## src/rtl/id_regfile_scoreboard_pkg.sv

```systemverilog
`default_nettype none
// ============================================================================
//  Package : mips_pkg
//  Purpose : Shared widths, sizes and helpers for the ID-stage register file
//            and its busy scoreboard.
//  Contents: DATA_W, ADDR_W, NUM_REGS, REG_ZERO, word_t, reg_addr_t and
//            writes_reg() (true when an enable targets a real register).
//  Revision: 1.0 - initial release
// ============================================================================
package mips_pkg;

  localparam int DATA_W   = 32;
  localparam int ADDR_W   = 5;
  localparam int NUM_REGS = 1 << ADDR_W;

  localparam logic [ADDR_W-1:0] REG_ZERO = 5'd0;

  typedef logic [DATA_W-1:0] word_t;
  typedef logic [ADDR_W-1:0] reg_addr_t;

  // Register 0 is hardwired, so an operation aimed at it never has an effect.
  function automatic logic writes_reg(input logic en, input reg_addr_t addr);
    return en && (addr != REG_ZERO);
  endfunction

endpackage
`default_nettype wire

```

## src/rtl/id_regfile_scoreboard_if.sv

```systemverilog
`default_nettype none
// ============================================================================
//  Interface : id_regfile_scoreboard_if
//  Purpose   : Bundles the WB write port, the two ID read ports and the
//              producer-issue / stall handshake of the register file.
//  Signals   : wb_en, wb_addr, wb_data      - writeback request
//              rs_addr, rt_addr             - ID read addresses
//              rs_data, rt_data             - ID read data (combinational)
//              issue_en, issue_addr         - long-latency producer issue
//              stall                        - ID hold request
//  Modports  : master - pipeline side (drives requests, receives data/stall)
//              slave  - register file side
//  Revision  : 1.0 - initial release
// ============================================================================
interface id_regfile_scoreboard_if;
  import mips_pkg::*;

  logic      wb_en;
  reg_addr_t wb_addr;
  word_t     wb_data;
  reg_addr_t rs_addr;
  reg_addr_t rt_addr;
  word_t     rs_data;
  word_t     rt_data;
  logic      issue_en;
  reg_addr_t issue_addr;
  logic      stall;

  modport master (
    output wb_en, wb_addr, wb_data, rs_addr, rt_addr, issue_en, issue_addr,
    input  rs_data, rt_data, stall
  );

  modport slave (
    input  wb_en, wb_addr, wb_data, rs_addr, rt_addr, issue_en, issue_addr,
    output rs_data, rt_data, stall
  );

endinterface
`default_nettype wire

```

## src/rtl/id_regfile_scoreboard_busy_scoreboard.sv

```systemverilog
`default_nettype none
// ============================================================================
//  Module  : busy_scoreboard
//  Purpose : One busy bit per register, marking a pending long-latency
//            producer. Issue sets a bit, writeback clears it; when both hit
//            the same register in one cycle the set wins because the newly
//            issued producer supersedes the retiring one. Bit 0 stays clear.
//  Ports   : clk          in  clock, rising edge
//            rst          in  asynchronous active-low reset
//            set_en/addr  in  producer issue
//            clr_en/addr  in  writeback retire
//            look_a_addr  in  lookup port A address
//            look_b_addr  in  lookup port B address
//            look_a_busy  out lookup port A busy bit
//            look_b_busy  out lookup port B busy bit
//  Revision: 1.0 - initial release
// ============================================================================
module busy_scoreboard
  import mips_pkg::*;
(
  input  logic      clk,
  input  logic      rst,
  input  logic      set_en,
  input  reg_addr_t set_addr,
  input  logic      clr_en,
  input  reg_addr_t clr_addr,
  input  reg_addr_t look_a_addr,
  input  reg_addr_t look_b_addr,
  output logic      look_a_busy,
  output logic      look_b_busy
);

  logic [NUM_REGS-1:0] r_busy;
  logic [NUM_REGS-1:0] w_set_vec;
  logic [NUM_REGS-1:0] w_clr_vec;

  // writes_reg() excludes register 0, so bit 0 can never be set.
  assign w_set_vec = writes_reg(set_en, set_addr) ? (NUM_REGS'(1) << set_addr) : '0;
  assign w_clr_vec = writes_reg(clr_en, clr_addr) ? (NUM_REGS'(1) << clr_addr) : '0;

  // Clear first, then OR in the set so a same-address set takes priority.
  always_ff @(posedge clk or negedge rst) begin
    if (!rst) begin
      r_busy <= '0;
    end else begin
      r_busy <= (r_busy & ~w_clr_vec) | w_set_vec;
    end
  end

  assign look_a_busy = r_busy[look_a_addr];
  assign look_b_busy = r_busy[look_b_addr];

endmodule
`default_nettype wire

```

## src/rtl/id_regfile_scoreboard.sv

```systemverilog
`default_nettype none
// ============================================================================
//  Module  : id_regfile_scoreboard
//  Purpose : 32x32 MIPS register file at the consumer end of the writeback
//            path, with two zero-latency read ports for ID and a busy
//            scoreboard that stalls ID while a source has a pending producer.
//  Ports   : clk  in  clock, rising edge
//            rst  in  asynchronous active-low reset
//            bus  id_regfile_scoreboard_if.slave
//                 (wb_en/wb_addr/wb_data, rs_addr/rt_addr, rs_data/rt_data,
//                  issue_en/issue_addr, stall)
//  Config  : REGFILE_BYPASS_EN - when defined, a read of the register being
//            written this cycle returns wb_data and the matching busy bit is
//            treated as already retired, so stall drops in the writeback
//            cycle. When undefined, reads return the stored value and stall
//            drops the cycle after writeback.
//  Revision: 1.0 - initial release
// ============================================================================
module id_regfile_scoreboard
  import mips_pkg::*;
(
  input  logic                    clk,
  input  logic                    rst,
  id_regfile_scoreboard_if.slave  bus
);

  word_t r_regs [NUM_REGS];

  logic  w_wb_write;
  logic  w_rs_hit;
  logic  w_rt_hit;
  logic  w_rs_busy;
  logic  w_rt_busy;
  word_t w_rs_read;
  word_t w_rt_read;

  assign w_wb_write = writes_reg(bus.wb_en, bus.wb_addr);

  // Entry 0 is reset and never written, but reads of address 0 are forced
  // to zero anyway so the hardwired behaviour does not depend on storage.
  always_ff @(posedge clk or negedge rst) begin
    if (!rst) begin
      for (int i = 0; i < NUM_REGS; i++) begin
        r_regs[i] <= '0;
      end
    end else if (w_wb_write) begin
      r_regs[bus.wb_addr] <= bus.wb_data;
    end
  end

  // Same-cycle writeback hits: they forward data and mask the busy bit.
`ifdef REGFILE_BYPASS_EN
  assign w_rs_hit = w_wb_write && (bus.wb_addr == bus.rs_addr);
  assign w_rt_hit = w_wb_write && (bus.wb_addr == bus.rt_addr);
`else
  assign w_rs_hit = 1'b0;
  assign w_rt_hit = 1'b0;
`endif

  always_comb begin
    w_rs_read = r_regs[bus.rs_addr];
    if (bus.rs_addr == REG_ZERO) begin
      w_rs_read = '0;
    end else if (w_rs_hit) begin
      w_rs_read = bus.wb_data;
    end
  end

  always_comb begin
    w_rt_read = r_regs[bus.rt_addr];
    if (bus.rt_addr == REG_ZERO) begin
      w_rt_read = '0;
    end else if (w_rt_hit) begin
      w_rt_read = bus.wb_data;
    end
  end

  // While reset is held the forwarding path must not leak wb_data.
  assign bus.rs_data = rst ? w_rs_read : '0;
  assign bus.rt_data = rst ? w_rt_read : '0;

  busy_scoreboard u_busy (
    .clk         (clk),
    .rst         (rst),
    .set_en      (bus.issue_en),
    .set_addr    (bus.issue_addr),
    .clr_en      (bus.wb_en),
    .clr_addr    (bus.wb_addr),
    .look_a_addr (bus.rs_addr),
    .look_b_addr (bus.rt_addr),
    .look_a_busy (w_rs_busy),
    .look_b_busy (w_rt_busy)
  );

  assign bus.stall = (w_rs_busy && !w_rs_hit) || (w_rt_busy && !w_rt_hit);

endmodule
`default_nettype wire

```

## src/flat_wrapper.sv

```systemverilog
// flat-port wrapper written by rule: the top's interface ports become plain ports
module id_regfile_scoreboard_flat import mips_pkg::*;
  (clk, rst, bus_wb_en, bus_wb_addr, bus_wb_data, bus_rs_addr, bus_rt_addr, bus_issue_en, bus_issue_addr, bus_rs_data, bus_rt_data, bus_stall);
  id_regfile_scoreboard_if bus_i ();
  input  logic clk;
  input  logic rst;
  input wire logic [$bits(bus_i.wb_en)-1:0] bus_wb_en;
  input wire logic [$bits(bus_i.wb_addr)-1:0] bus_wb_addr;
  input wire logic [$bits(bus_i.wb_data)-1:0] bus_wb_data;
  input wire logic [$bits(bus_i.rs_addr)-1:0] bus_rs_addr;
  input wire logic [$bits(bus_i.rt_addr)-1:0] bus_rt_addr;
  input wire logic [$bits(bus_i.issue_en)-1:0] bus_issue_en;
  input wire logic [$bits(bus_i.issue_addr)-1:0] bus_issue_addr;
  output wire logic [$bits(bus_i.rs_data)-1:0] bus_rs_data;
  output wire logic [$bits(bus_i.rt_data)-1:0] bus_rt_data;
  output wire logic [$bits(bus_i.stall)-1:0] bus_stall;
  assign bus_i.wb_en = bus_wb_en;
  assign bus_i.wb_addr = bus_wb_addr;
  assign bus_i.wb_data = bus_wb_data;
  assign bus_i.rs_addr = bus_rs_addr;
  assign bus_i.rt_addr = bus_rt_addr;
  assign bus_i.issue_en = bus_issue_en;
  assign bus_i.issue_addr = bus_issue_addr;
  assign bus_rs_data = bus_i.rs_data;
  assign bus_rt_data = bus_i.rt_data;
  assign bus_stall = bus_i.stall;
  id_regfile_scoreboard u_core (.clk(clk), .rst(rst), .bus(bus_i));
endmodule
```

## config.mk

```make
export PLATFORM = sky130hd
export DESIGN_NAME = id_regfile_scoreboard_flat
export DESIGN_NICKNAME = d
export VERILOG_FILES = /design/src/rtl/id_regfile_scoreboard_pkg.sv /design/src/rtl/id_regfile_scoreboard_if.sv /design/src/rtl/id_regfile_scoreboard_busy_scoreboard.sv /design/src/rtl/id_regfile_scoreboard.sv /design/src/flat_wrapper.sv
export SDC_FILE = /design/constraint.sdc
export NUM_CORES = 2
export LEC_CHECK = 0
export CAP_MARGIN = 20
export CORE_MARGIN = 4
export CORE_UTILIZATION = 35
export CTS_CLUSTER_DIAMETER = 60
export DETAILED_ROUTE_END_ITERATION = 8
export GPL_ROUTABILITY_DRIVEN = 0
export PLACE_DENSITY = 0.57
export RECOVER_POWER = 25
export SLEW_MARGIN = 20
export SYNTH_ARGS = -nofsm -noshare
export SYNTH_HDL_FRONTEND = slang
export SYNTH_SLANG_ARGS = --single-unit
```

## constraint.sdc

```tcl
create_clock -name clk -period 4.2 [get_ports clk]
set_input_delay 0.84 -clock clk [delete_from_list [all_inputs] [get_ports clk]]
set_output_delay 0.84 -clock clk [all_outputs]
set_load 0.05 [all_outputs]
```

# Word-level counts from Yosys, hierarchy flattened
# Cells that the tools add are included.
dict set report op_classes {
  order_cmp 6
  shift 2
  n_mux 19
  bitwise 6
  n_reduce_logical 8
}
# operator count
set op_table {}
lappend op_table {{$bwmux W1024} 1}
lappend op_table {{$mux W32} 11}
lappend op_table {{$bmux W32 S5} 2}
lappend op_table {{$demux W32 S5} 1}
lappend op_table {{$shl A1 B5 Y32 const A} 2}
lappend op_table {{$and A32 B32 Y32} 1}
lappend op_table {{$not A32 Y32} 1}
lappend op_table {{$or A32 B32 Y32} 1}
lappend op_table {{$ge A6 B6 Y1 const B} 3}
lappend op_table {{$not A5 Y6} 3}
lappend op_table {{$lt A5 B6 Y1 const B} 2}
lappend op_table {{$bmux W1 S5} 2}
lappend op_table {{$logic_not A5 Y1} 2}
lappend op_table {{$reduce_bool A5 Y1} 2}
lappend op_table {{$lt A6 B1 Y1 const B} 1}
lappend op_table {{$logic_and A1 B1 Y1} 3}
lappend op_table {{$mux W1} 2}
lappend op_table {{$logic_or A1 B1 Y1} 1}
dict set report word_totals {
  regBits 1056
  input_bits 56
  out_inout_bits 65
  wordCells 74
}

# Longest topological paths before layout
dict set report logic_depth {
  depth_word 6
  ltp_mapped 7
  mapped_depth_nobuf 4
}

# Hierarchy
# A second synthesis with hierarchy kept.
dict set report hier_totals {
  hier_cells 4101
  area_unflattened_um2 55273.0
}
# module n_inst cells_per_inst area_each_um2 seq_area_each_um2
set modules_own_cells {}
lappend modules_own_cells {id_regfile_scoreboard 1 3885 53296.1 24823.8}
lappend modules_own_cells {busy_scoreboard 1 216 1976.9 800.8}

# Worst setup path before layout
# OpenSTA, ideal clock, no wires.
dict set report synth_path {
  kind {input -> output}
  start {input bus_rt_addr[1]}
  end {output bus_rt_data[5]}
  arrival_ns 2.825
  t_required_ns 3.360
  setup_slack_ns 0.535
  cell_stages 7
  n_path_buf 3
  cell_sequence {buf_2 -> buf_2 -> clkbuf_1 -> mux4_2 -> mux2i_1 -> mux2_2 -> o21ai_1}
}
dict set report synth_via {
  elab_chain_len 6
  word_cells_on_any_way 7
  classes_between {mux: 5; bitwise: 1; reduce/logical: 1}
}
# element line_no
set synth_rtl {}
lappend synth_rtl {{start: declaration} flat_wrapper.sv:11} ;# input wire logic [$bits(bus_i.rt_addr)-1:0] bus_rt_addr;
lappend synth_rtl {{$not A5 Y6 (not written as such)} id_regfile_scoreboard.sv:70} ;# w_rt_read = r_regs[bus.rt_addr];
lappend synth_rtl {{$bmux W32 S5} id_regfile_scoreboard.sv:70}
lappend synth_rtl {{$mux W32 (not written as such) (2 in series)} id_regfile_scoreboard.sv:70}
lappend synth_rtl {{$mux W32 *} id_regfile_scoreboard.sv:71} ;# if (bus.rt_addr == REG_ZERO) begin
lappend synth_rtl {{$mux W32 *} id_regfile_scoreboard.sv:80} ;# assign bus.rt_data = rst ? w_rt_read : '0;
lappend synth_rtl {{end: declaration} flat_wrapper.sv:15} ;# output wire logic [$bits(bus_i.rt_data)-1:0] bus_rt_data;
# Every way passes the cells marked *; elsewhere a longest branch is shown, timed or not. The select of a mux whose other input is x is not followed.

# Worst setup path after layout
dict set report layout_path {
  start {input bus_rs_addr[0]}
  end {output bus_stall}
}
dict set report layout_via {
  elab_chain_len 3
}
# element line_no
set layout_rtl {}
lappend layout_rtl {{start: declaration} flat_wrapper.sv:10} ;# input wire logic [$bits(bus_i.rs_addr)-1:0] bus_rs_addr;
lappend layout_rtl {{$bmux W1 S5} id_regfile_scoreboard_busy_scoreboard.sv:50} ;# assign look_a_busy = r_busy[look_a_addr];
lappend layout_rtl {{$mux W1 (not written as such)} id_regfile_scoreboard_busy_scoreboard.sv:50}
lappend layout_rtl {{$logic_or A1 B1 Y1} id_regfile_scoreboard.sv:95} ;# assign bus.stall = (w_rs_busy && !w_rs_hit) || (w_rt_busy && !w_rt_hit);
lappend layout_rtl {{end: declaration} flat_wrapper.sv:16} ;# output wire logic [$bits(bus_i.stall)-1:0] bus_stall;
# Every way passes these cells. The select of a mux whose other input is x is not followed.

==> results.txt <==
Worst skew pair latency - 0.74 ns
Clk sinks - 1056
Post-synth EDFFs - 0
Worst VDD drop - 0.000366 V
Port Buffers - 120
Startpoint class of the critical path - input port
CTS buffer count - 120
Crit share post-route - 92.6%
Worst path required time - 3.36 ns
Synth top area cells - dfrtp_1 (47%), mux4_2 (24%), mux2_2 (21%)
Crit path from - bus_rs_addr[0]
Fmax - 0.257 GHz
Yosys warns - 0
DR vias/cell - 5.80
Final setup fails - 0
# DRC - 0
CTS root buf - clkbuf_16
Clk slew on worst S/H paths - 0.06 ns
H-tree levels - 3
Violated checks - capacitance limit, slew limit
Initial antenna violation count - 11
Final hold vios - 0
Fin nets - 3586
Wire length per cell - 29.4 um
DPL Wire Length - 101000 um
Starting Density - 35.4%
Vias in the first global route - 35448
First-pass GRT wire length - 252000 um
PwrDens - 474 nW/um^2
Worst-Margin Slew - 2.03 ns
Reg2reg end - u_core.r_regs[53]
Crit Reg-Reg Startpoint - u_core.r_regs[53]
CP Class - in2out
Unrepaired setup endpoints after global routing - no
Clk buf depth - 3
Worst r2r path cells - 1
Top_reg_cell synth - dfrtp_1
Worst hold slack - 0.243 ns
Leak - 27.5 nW
Status - finished, violations left
GRT Util Overall - 20.3%
Post-synthesis area per instance - 15.9 um^2
Final ANT Viol Nets - 0
Grt total ovfl - 0
Crit path capture - bus_stall
Largest net degree at the start of global routing - 147
Synthesized net count - 3591
Top Ports - 121
#FFs+latches synth - 1056
Max-cap violations - 1
Fill cell count - 14415
Postcts setup bufs - 0
Die ar. - 167000 um^2
# rows - 146
Routed WL - 170000 um
Hold_buf cts - 0
Cells after Synth - 3535
Slew HR - -35.5%
Final worst path period need - 3.89 ns
Synth cell types - 37
Top cell type's share of synthesized area - 46.9%
WP data arrival - 3.05 ns
Die W - 409 um
Worst-path fanout max - 16
Register area share after synthesis - 46.9%
CP Capture Type - output port
DRT iter0 DRCs - 2702
Setup TNS - 0 ns
Layout cells sized above 1 - 58.8%
CTS tree - built
Hold Crit Class - in2async
Die Ht - 409 um
Count of final max-slew check failures - 147
Via Count - 33518
Cell taking the most area after synthesis - dfrtp_1
Asr flop ratio synth - 100%
Worst reg2reg setup slack - 3.40 ns
PostCTS Resize Cnt - 0
Core box area - 159000 um^2
Setup Skew - 0 ns
Post-Syn Area - 56300 um^2
Layout Area Growth over Synthesis - 15.8%
Drt first pass iters - 5
[critical path: stages]
cell and delay (ns):
buf_8 0.24, buf_4 0.30, mux4_2 0.54, a22oi_1 0.25, nand4_1 0.17, a221o_1 0.47, buf_4 0.21
[layer usage]
metal,GRT usage [%],up-vias,routed length (um)
li1,-,13734,-
met3,4.44,249,11400
met4,5.85,8,4350
met2,31.4,971,78400
met1,28.9,18556,75500
met5,0,-,55
[registers in the layout, summed over array words and instances, names as in the netlist]
| register | count |
|---|---|
| u_core.r_regs | 1024 |
| u_core.u_busy.r_busy | 32 |
[cells in the final DEF (no fill, tap or decap), types with 12 or more instances in the layout]
cell type | netlist | routed
o21ai_0 | 13 | 13
dfrtp_1 | 1056 | 1056
mux2_2 | 1056 | 1056
mux2i_1 | 131 | 131
buf_2 | 114 | 15
clkbuf_1 | 210 | 23
clkbuf_8 | 0 | 28
clkinv_2 | 0 | 23
buf_12 | 0 | 123
clkdlybuf4s50_1 | 0 | 31
clkbuf_16 | 0 | 121
nor2_4 | 0 | 12
buf_4 | 21 | 103
mux4_2 | 592 | 592
nand3_1 | 77 | 74
inv_1 | 16 | 16
o21ai_1 | 64 | 64
nand2_1 | 24 | 13
[power by group]
part	total, mW	leakage (nW)	switching [mW]	internal [mW]
clock network	10.6	1.95	4.43	6.20
registers	13.5	13.5	1.39	12.1
logic	6.78	12.0	2.59	4.19
[final cells by class]
| cell class | count | area, um^2 | share of cell area [%] |
|---|---|---|---|
| antenna | 5 | 12.5 | 0.0192 |
| clock buffer | 170 | 3490 | 5.36 |
| clock inverter | 49 | 508 | 0.779 |
| inverter | 17 | 65.1 | 0.0998 |
| multi-input combinational | 2049 | 28200 | 43.3 |
| sequential | 1056 | 26400 | 40.5 |
| tap | 2146 | 2690 | 4.12 |
| timing repair buffer | 286 | 3790 | 5.81 |
[worst min-delay path by stage]
stage	endpoint	slack, ns	cells after the start
finish	u_core.r_regs[255]	0.24	2
global route	u_core.r_regs[255]	0.29	2
CTS	u_core.r_regs[255]	0.25	2
detailed placement	u_core.r_regs[995]	0.38	0
global placement	u_core.r_regs[1023]	0.38	0
floorplan	u_core.r_regs[1000]	0.44	1
[through the flow]
| step | util, % | power, mW | instances | setup WS (ns) | area [um^2] |
|---|---|---|---|---|---|
| floorplan | - | 18.3 | 3535 | 0.535 | 56300 |
| global placement | 38.5 | 20.3 | 5552 | 0.254 | 61300 |
| detailed placement | 38.5 | 20.5 | 5552 | 0.275 | 61300 |
| CTS | 41.0 | 31.2 | 5771 | 0.274 | 65300 |
| global route | 41.0 | 32.3 | 5774 | 0.108 | 65200 |
| finish | 41.0 | 30.9 | 5778 | 0.312 | 65200 |
[cell families (layout without fill, tap and decap cells)]
logic type	Yosys count	after routing	share of synthesized area (%)
muxes	1781	1781	47.2
DFF	1056	1056	46.9
buffers and inverters	430	522	3.35
and+or+nand+nor	158	158	1.40
AOI/OAI and AO/OA	110	110	1.16
other	0	5	0
[synth_stat cells, types with 4 or more instances]
| library cell | instances |
|---|---|
| nand3_1 | 77 |
| o21ai_1 | 64 |
| clkbuf_1 | 210 |
| mux2i_1 | 131 |
| nand2_1 | 24 |
| nor3_1 | 4 |
| mux2_2 | 1056 |
| buf_6 | 7 |
| a32o_1 | 4 |
| nor2b_1 | 10 |
| buf_4 | 21 |
| o22ai_1 | 9 |
| o31ai_1 | 4 |
| a22o_1 | 8 |
| nor2_1 | 23 |
| dfrtp_1 | 1056 |
| nand2b_1 | 7 |
| inv_1 | 16 |
| buf_1 | 61 |
| buf_2 | 114 |
| mux4_2 | 592 |
| nand4_1 | 5 |
| o21ai_0 | 13 |
Power figures use the tool's default switching activity.
